--- src/rtl/timer_core_param_pkg.sv ---
// Shared encodings and BCD helpers for the parametrised mm:ss timer core.
// Imported by the step sub-module, the core and the bench.
package timer_pkg;

  typedef enum logic [1:0] {
    ST_CONFIG = 2'd0,
    ST_RUN    = 2'd1,
    ST_PAUSE  = 2'd2,
    ST_DONE   = 2'd3
  } state_t;

  localparam logic [2:0] SEL_S1      = 3'd0;
  localparam logic [2:0] SEL_CONFIRM = 3'd4;

  localparam logic [3:0] BCD_UNITS_MAX = 4'd9;
  localparam logic [3:0] BCD_TENS_MAX  = 4'd5;

  // Only the seconds-tens digit rolls over at 5; minute digits roll over at 9.
  function automatic logic [3:0] digit_limit(input int idx);
    return (idx == 1) ? BCD_TENS_MAX : BCD_UNITS_MAX;
  endfunction

  function automatic logic [6:0] bcd_minutes(input logic [15:0] d);
    return 7'(d[15:12]) * 7'd10 + 7'(d[11:8]);
  endfunction

  function automatic logic [13:0] bcd_seconds(input logic [15:0] d);
    return 14'(bcd_minutes(d)) * 14'd60 + 14'(d[7:4]) * 14'd10 + 14'(d[3:0]);
  endfunction

endpackage

--- src/rtl/timer_core_param_if.sv ---
// Button/display bundle between the button layer (master) and the timer core (slave).
interface timer_core_param_if;
  logic       mode;
  logic       up;
  logic       down;
  logic       left;
  logic       right;
  logic       pressed;
  logic       cancel;
  logic [3:0] minute2;
  logic [3:0] minute1;
  logic [3:0] second2;
  logic [3:0] second1;
  logic [2:0] select;
  logic [1:0] state_o;
  logic       finish;

  modport master (
    output mode, up, down, left, right, pressed, cancel,
    input  minute2, minute1, second2, second1, select, state_o, finish
  );

  modport slave (
    input  mode, up, down, left, right, pressed, cancel,
    output minute2, minute1, second2, second1, select, state_o, finish
  );
endinterface

--- src/rtl/timer_core_param_step.sv ---
// Combinational +/-1 step over {m2,m1,s2,s1} BCD digits, starting at digit i_pos,
// with a ceiling-saturation flag for the increment and terminal flags for both paths.
module bcd_mmss_step
  import timer_pkg::*;
#(
  parameter int MAX_MIN      = 59,
  parameter int UP_LIMIT_SEC = 15
) (
  input  logic [15:0] i_digits,
  input  logic [1:0]  i_pos,
  output logic [15:0] o_inc,
  output logic        o_incSat,
  output logic        o_incAtLimit,
  output logic [15:0] o_dec,
  output logic        o_decZero
);

  logic       w_carry;
  logic       w_borrow;
  logic [3:0] w_digit;
  logic [3:0] w_limit;

  // Digits below i_pos are untouched; carry/borrow ripple upward from i_pos.
  always_comb begin
    o_inc    = i_digits;
    o_dec    = i_digits;
    w_carry  = 1'b1;
    w_borrow = 1'b1;
    w_digit  = 4'd0;
    w_limit  = 4'd0;
    for (int i = 0; i < 4; i++) begin
      w_digit = i_digits[4*i +: 4];
      w_limit = digit_limit(i);
      if (i >= int'(i_pos)) begin
        if (w_carry) begin
          if (w_digit >= w_limit) begin
            o_inc[4*i +: 4] = 4'd0;
          end else begin
            o_inc[4*i +: 4] = w_digit + 4'd1;
            w_carry = 1'b0;
          end
        end
        if (w_borrow) begin
          if (w_digit == 4'd0) begin
            o_dec[4*i +: 4] = w_limit;
          end else begin
            o_dec[4*i +: 4] = w_digit - 4'd1;
            w_borrow = 1'b0;
          end
        end
      end
    end
    // A carry out of m2 means the value left the two-digit minute range entirely.
    o_incSat     = w_carry || (bcd_minutes(o_inc) > 7'(MAX_MIN));
    o_incAtLimit = (bcd_seconds(o_inc) == 14'(UP_LIMIT_SEC));
    o_decZero    = (o_dec == 16'h0000);
  end

endmodule

--- src/rtl/timer_core_param.sv ---
// mm:ss BCD timer core: digit editing in CONFIG, countdown/count-up in RUN,
// pause/resume, cancel-with-restore and a one-cycle finish pulse on entering DONE.
module timer_core_param
  import timer_pkg::*;
#(
  parameter int TICK_DIV     = 100_000_000,
  parameter int MAX_MIN      = 59,
  parameter int UP_LIMIT_SEC = 15,
  parameter int PRESC_W      = 27
) (
  input  logic               clk,
  input  logic               rst,
  timer_core_param_if.slave  bus
);

  state_t             r_state;
  logic [15:0]        r_digits;
  logic [15:0]        r_preset;
  logic [2:0]         r_select;
  logic [PRESC_W-1:0] r_presc;
  logic               r_mode;
  logic               r_finish;

  logic               w_editSel;
  logic [1:0]         w_pos;
  logic               w_selZero;
  logic               w_tick;
  logic [PRESC_W-1:0] w_prescNext;
  logic [15:0]        w_reload;
  logic [15:0]        w_inc;
  logic [15:0]        w_dec;
  logic               w_incSat;
  logic               w_incAtLimit;
  logic               w_decZero;

  // The step unit works on the cursor digit while editing and on s1 while running.
  assign w_editSel   = (r_state == ST_CONFIG) && (r_select != SEL_CONFIRM);
  assign w_pos       = w_editSel ? r_select[1:0] : 2'd0;
  assign w_selZero   = (r_digits[{w_pos, 2'b00} +: 4] == 4'd0);
  assign w_tick      = (r_presc == PRESC_W'(TICK_DIV - 1));
  assign w_prescNext = w_tick ? '0 : r_presc + PRESC_W'(1);
  assign w_reload    = r_mode ? 16'h0000 : r_preset;

  bcd_mmss_step #(
    .MAX_MIN      (MAX_MIN),
    .UP_LIMIT_SEC (UP_LIMIT_SEC)
  ) u_step (
    .i_digits     (r_digits),
    .i_pos        (w_pos),
    .o_inc        (w_inc),
    .o_incSat     (w_incSat),
    .o_incAtLimit (w_incAtLimit),
    .o_dec        (w_dec),
    .o_decZero    (w_decZero)
  );

  always_ff @(posedge clk or posedge rst) begin
    if (rst) begin
      r_state  <= ST_CONFIG;
      r_digits <= '0;
      r_preset <= '0;
      r_select <= SEL_S1;
      r_presc  <= '0;
      r_mode   <= 1'b0;
      r_finish <= 1'b0;
    end else begin
      r_finish <= 1'b0;
      case (r_state)
        ST_CONFIG: begin
          if (bus.left && !bus.right) begin
            r_select <= (r_select == SEL_CONFIRM) ? SEL_S1 : r_select + 3'd1;
          end else if (bus.right && !bus.left) begin
            r_select <= (r_select == SEL_S1) ? SEL_CONFIRM : r_select - 3'd1;
          end
          if (bus.mode) begin
            r_digits <= '0;
            if (bus.pressed) begin
              r_mode  <= 1'b1;
              r_presc <= '0;
              r_state <= ST_RUN;
            end
          end else if (bus.pressed && (r_select == SEL_CONFIRM)) begin
            r_mode   <= 1'b0;
            r_preset <= r_digits;
            r_presc  <= '0;
            if (r_digits == 16'h0000) begin
              r_state  <= ST_DONE;
              r_finish <= 1'b1;
            end else begin
              r_state <= ST_RUN;
            end
          end else if (w_editSel) begin
            if (bus.up) begin
              if (!w_incSat) r_digits <= w_inc;
            end else if (bus.down && !w_selZero) begin
              r_digits <= w_dec;
            end
          end
        end
        // The prescaler keeps counting on a pause/cancel edge; only the digit step is dropped.
        ST_RUN: begin
          r_presc <= w_prescNext;
          if (bus.cancel) begin
            r_state  <= ST_CONFIG;
            r_digits <= w_reload;
            r_select <= SEL_S1;
          end else if (bus.pressed) begin
            r_state <= ST_PAUSE;
          end else if (w_tick) begin
            r_digits <= r_mode ? w_inc : w_dec;
            if (r_mode ? w_incAtLimit : w_decZero) begin
              r_state  <= ST_DONE;
              r_finish <= 1'b1;
            end
          end
        end
        ST_PAUSE: begin
          if (bus.cancel) begin
            r_state  <= ST_CONFIG;
            r_digits <= w_reload;
            r_select <= SEL_S1;
          end else if (bus.pressed) begin
            r_state <= ST_RUN;
          end
        end
        ST_DONE: begin
          if (bus.pressed || bus.cancel) begin
            r_state  <= ST_CONFIG;
            r_digits <= w_reload;
            r_select <= SEL_S1;
          end
        end
        default: r_state <= ST_CONFIG;
      endcase
    end
  end

  assign bus.minute2 = r_digits[15:12];
  assign bus.minute1 = r_digits[11:8];
  assign bus.second2 = r_digits[7:4];
  assign bus.second1 = r_digits[3:0];
  assign bus.select  = r_select;
  assign bus.state_o = r_state;
  assign bus.finish  = r_finish;

endmodule

--- src/flat_wrapper.sv ---
// flat-port wrapper written by rule: the top's interface ports become plain ports
module timer_core_param_flat import timer_pkg::*;
#(
  parameter int TICK_DIV     = 100_000_000,
  parameter int MAX_MIN      = 59,
  parameter int UP_LIMIT_SEC = 15,
  parameter int PRESC_W      = 27
)
  (clk, rst, bus_mode, bus_up, bus_down, bus_left, bus_right, bus_pressed, bus_cancel, bus_minute2, bus_minute1, bus_second2, bus_second1, bus_select, bus_state_o, bus_finish);
  timer_core_param_if bus_i ();
  input  logic clk;
  input  logic rst;
  input wire logic [$bits(bus_i.mode)-1:0] bus_mode;
  input wire logic [$bits(bus_i.up)-1:0] bus_up;
  input wire logic [$bits(bus_i.down)-1:0] bus_down;
  input wire logic [$bits(bus_i.left)-1:0] bus_left;
  input wire logic [$bits(bus_i.right)-1:0] bus_right;
  input wire logic [$bits(bus_i.pressed)-1:0] bus_pressed;
  input wire logic [$bits(bus_i.cancel)-1:0] bus_cancel;
  output wire logic [$bits(bus_i.minute2)-1:0] bus_minute2;
  output wire logic [$bits(bus_i.minute1)-1:0] bus_minute1;
  output wire logic [$bits(bus_i.second2)-1:0] bus_second2;
  output wire logic [$bits(bus_i.second1)-1:0] bus_second1;
  output wire logic [$bits(bus_i.select)-1:0] bus_select;
  output wire logic [$bits(bus_i.state_o)-1:0] bus_state_o;
  output wire logic [$bits(bus_i.finish)-1:0] bus_finish;
  assign bus_i.mode = bus_mode;
  assign bus_i.up = bus_up;
  assign bus_i.down = bus_down;
  assign bus_i.left = bus_left;
  assign bus_i.right = bus_right;
  assign bus_i.pressed = bus_pressed;
  assign bus_i.cancel = bus_cancel;
  assign bus_minute2 = bus_i.minute2;
  assign bus_minute1 = bus_i.minute1;
  assign bus_second2 = bus_i.second2;
  assign bus_second1 = bus_i.second1;
  assign bus_select = bus_i.select;
  assign bus_state_o = bus_i.state_o;
  assign bus_finish = bus_i.finish;
  timer_core_param #(.TICK_DIV(TICK_DIV), .MAX_MIN(MAX_MIN), .UP_LIMIT_SEC(UP_LIMIT_SEC), .PRESC_W(PRESC_W)) u_core (.clk(clk), .rst(rst), .bus(bus_i));
endmodule
--- config.mk ---
export PLATFORM = sky130hd
export DESIGN_NAME = timer_core_param_flat
export DESIGN_NICKNAME = d
export VERILOG_FILES = /design/src/rtl/timer_core_param_pkg.sv /design/src/rtl/timer_core_param_if.sv /design/src/rtl/timer_core_param_step.sv /design/src/rtl/timer_core_param.sv /design/src/flat_wrapper.sv
export SDC_FILE = /design/constraint.sdc
export NUM_CORES = 1
export LEC_CHECK = 0
export CORE_ASPECT_RATIO = 0.8
export CORE_UTILIZATION = 35
export CTS_CLUSTER_SIZE = 8
export DETAILED_ROUTE_END_ITERATION = 16
export DONT_BUFFER_PORTS = 1
export GPL_ROUTABILITY_DRIVEN = 1
export PLACE_DENSITY = 0.55
export SYNTH_ARGS = -nofsm -noshare
export SYNTH_HDL_FRONTEND = slang
export SYNTH_SLANG_ARGS = --single-unit
--- constraint.sdc ---
create_clock -name clk -period 23.6 [get_ports clk]
set_input_delay 4.72 -clock clk [delete_from_list [all_inputs] [get_ports clk]]
set_output_delay 4.72 -clock clk [all_outputs]
set_load 0.1 [all_outputs]
==> qor.yml <==
global_routing:
  grt_pass1_vias: 5145
  grt_pass1_wl_um: 28600
  grt_max_degree: 67
  antenna_found_initial: 0
  grtUsageTotal_pct: 19.6
  grt_overflow: 0
power_and_ir_drop:
  pwr-share-clk_pct: 13.5
  p_seq_share_pct: 16.6
  p_sw_uw: 591
  sw_frac_of_total_pct: 52.8
  vdd_drop_max_mv: 0.0658
  internal-power_uw: 528
  finalPower_mw: 1.12
  p_leak_nw: 3.20
  power.density_nw_per_um2: 160
  power_frac_comb_pct: 69.9
logic_synthesis:
  syn_area_per_cell_um2: 8.23
  async_flop_share_pct: 100
  syn_inst: 774
  synth_edf_count: 0
  yosys_register_bits: 66
  netlist_area_um2: 6370
  yosysWarnings: 0
  synth_cell_types: 78
  ys_seq_area_share_pct: 25.9
  synth_nets: 857
  synth_top_flop_cell: "dfrtp_1"
route:
  vias: 5548
  drtAntennaViolNets: 0
  drc: 1
  routed_via_density: 5.52
  wl_per_cell_um: 17.5
  drtPass1Iterations: 11
  drt-initial-drc-count: 360
  wl_um: 17600
timing:
  setup_viol: 0
  setup_slack_ps: 14690
  maxSlewViolCount: 0
  timing.setup.tns_ps: 0
  max-slew-margin-rel_pct: 21.6
  tightest_slew_ps: 1180
  skew_ps: 13.2
  fin_crit_ps: 8910
  clock.fmax_ghz: 0.112
  finalCritPeriodShare_pct: 37.7
  rsz0062_at_grt: "no"
  hold_viol: 0
run:
  cap_violations: 0
clocking:
  cts_root_buf: "clkbuf_16"
  insertion_delay_ps: 350
  cts_tree: "built"
  postCtsSetupBuffers: 0
  holdBufCountCts: 0
  cts_buffers: 9
  clockBufferDepth: 2
  h-tree-depth: 3
  clkTransAtPathRegs_ps: 70
  cts.sinks: 66
  cts_resized: 0
floorplan:
  die_area_um2: 18700
  fp.dieH_um: 123
  io_pins: 31
  fp.dieW_um: 153
  start_util_pct: 36.2
  rows: 43
  coreArea_um2: 17600
placed_design:
  dp_hpwl_um: 13200
  dpl_cell_area_um2: 6680
  pre_cts_ws_ps: 14810
  io_buffers: 0
  place_congestion: 0.918
finish:
  area_growth_pct: 10.0
  fin_area_um2: 7010
  post-route-util_pct: 39.8
  filler_cell_count: 1783
  nets: 858
  antennaDiodeCount: 0
  drive_gt1_share_pct: 9.62
worst_setup_path:
  end_kind: "register"
  critPathSlowestCell: "dfrtp_1"
  required_ps: 23830
  critical_path_class: "register to register"
  crit_fanout: 8
  max_stage_delay_ps: 1090
  cp.arrival_ps: 9140
  crit_top_cell: "ha_1"
  start_kind: "register"
hold_path:
  hold_class: "register to register"
run_status:
  status: "finished, violations left"
  violations: "design-rule violations"
[path summary, 6_finish.rpt]
check,to,depth (start not counted),slack (ps),startpoint
min in group asynchronous,u_core.r_presc[23],2,4520,rst
worst max-delay path,u_core.bus.state_o[1],25,14690,u_core.r_digits[9]
max in group asynchronous,u_core.r_digits[2],2,18470,rst
worst min register to register,u_core.r_preset[8],2,490,u_core.r_preset[8]
worst min-delay path,u_core.r_preset[8],2,490,u_core.r_preset[8]
worst max register to register,u_core.bus.state_o[1],25,14690,u_core.r_digits[9]
[critical path, delay by kind of cell, from the launching register on]
kind | cells | cell delay, ps
adder cells (fa/ha/maj) | 8 | 2920
AND/OR/NAND/NOR | 7 | 1950
AO/OA/AOI/OAI | 7 | 1810
flip-flops | 1 | 1090
XOR/XNOR | 1 | 480
multiplexers | 1 | 300
buffers and inverters | 1 | 230
[cells in the final DEF, fill, tap and decap left out, types with 9 or more instances in the layout]
| cell type | netlist | final |
|---|---|---|
| inv_1 | 59 | 58 |
| clkbuf_16 | 0 | 9 |
| nand3_1 | 15 | 15 |
| ha_1 | 60 | 60 |
| nor2_1 | 84 | 84 |
| a21o_1 | 10 | 10 |
| fa_1 | 14 | 14 |
| xor2_1 | 18 | 18 |
| mux2_2 | 18 | 18 |
| xnor2_1 | 21 | 21 |
| a21oi_1 | 45 | 45 |
| dfrtp_1 | 66 | 66 |
| nor3_1 | 21 | 21 |
| buf_4 | 0 | 21 |
| o21ai_0 | 63 | 63 |
| nand2_1 | 77 | 77 |
| mux2i_1 | 14 | 14 |
| o22ai_1 | 9 | 9 |
[kinds of logic after synthesis]
| logic type | Yosys count | share of synthesized area, % |
|---|---|---|
| simple gates | 264 | 19.7 |
| compound gates | 205 | 21.0 |
| buf+inv | 90 | 5.50 |
| fa+ha+maj | 74 | 16.2 |
| flops | 66 | 25.9 |
| xor+xnor | 40 | 5.62 |
| mux | 35 | 6.09 |
[stage by stage]
step | instances | hold WS (ps)
after global routing | 1005 | 517
after detailed placement | 989 | 477
after global placement | 989 | 473
after floorplan | 774 | 449
final | 1005 | 487
after CTS | 1005 | 489
[power groups by stage]
stage / Sequential (mW) / Combinational, mW / Clock, mW
finish: 0.186 / 0.782 / 0.151
global route: 0.190 / 0.881 / 0.157
CTS: 0.185 / 0.780 / 0.152
detailed placement: 0.187 / 0.772 / 0
global placement: 0.187 / 0.775 / 0
floorplan: 0.229 / 0.558 / 0
[cells in the mapped netlist, types with 3 or more instances]
cell	n	area share, %
a211oi_1	8	0.94
a21boi_0	3	0.35
a21o_1	10	1.2
a21oi_1	45	3.5
a221oi_1	5	0.69
a222oi_1	3	0.47
a22o_1	3	0.41
a22oi_1	3	0.35
a31oi_1	7	0.69
and2_1	3	0.29
and3_1	8	0.79
buf_2	3	0.24
clkbuf_1	25	1.5
dfrtp_1	66	26
fa_1	14	4.4
ha_1	60	12
inv_1	59	3.5
mux2_2	18	3.2
mux2_4	3	0.71
mux2i_1	14	2.2
nand2_1	77	4.5
nand2b_1	7	0.69
nand3_1	15	1.2
nand4_1	7	0.69
nor2_1	84	4.9
nor2b_1	7	0.69
nor3_1	21	1.6
nor3b_1	5	0.59
nor4_1	5	0.49
nor4b_1	3	0.41
o21a_1	4	0.47
o21ai_0	63	4.9
o21ai_1	3	0.24
o21bai_1	4	0.47
o22ai_1	9	0.88
o31ai_1	5	0.59
o41ai_1	3	0.41
or2_2	3	0.29
or3_1	6	0.59
or4_1	3	0.35
xnor2_1	21	2.9
xor2_1	18	2.5
[per-layer routing]
metal,vias to the layer above,wire length (um),track usage (%),share of wire [%]
met5,-,0,0,0
met4,0,142,3.66,0.81
met3,14,1480,6.04,8.4
met2,157,6990,27.8,40
met1,2623,8970,29.0,51
li1,2754,-,-,-
[layout make-up]
| cell class | count | area (um2) | area share, % |
|---|---|---|---|
| Multi-Input combinational cell | 618 | 4370 | 62.3 |
| Inverter | 59 | 221 | 3.16 |
| Timing Repair Buffer | 21 | 158 | 2.25 |
| Clock inverter | 7 | 103 | 1.46 |
| Tap cell | 225 | 282 | 4.02 |
| Sequential cell | 66 | 1650 | 23.6 |
| Clock buffer | 9 | 225 | 3.21 |
[state kept, by name, indices dropped and copies added (netlist names)]
signal and cells:
u_core.bus.state_o 2, u_core.r_digits 16, u_core.bus.select 3, u_core.r_preset 16, u_core.r_mode 1, u_core.bus.finish 1
u_core.r_presc 27
Note: power is estimated with default switching activity, not from simulation.
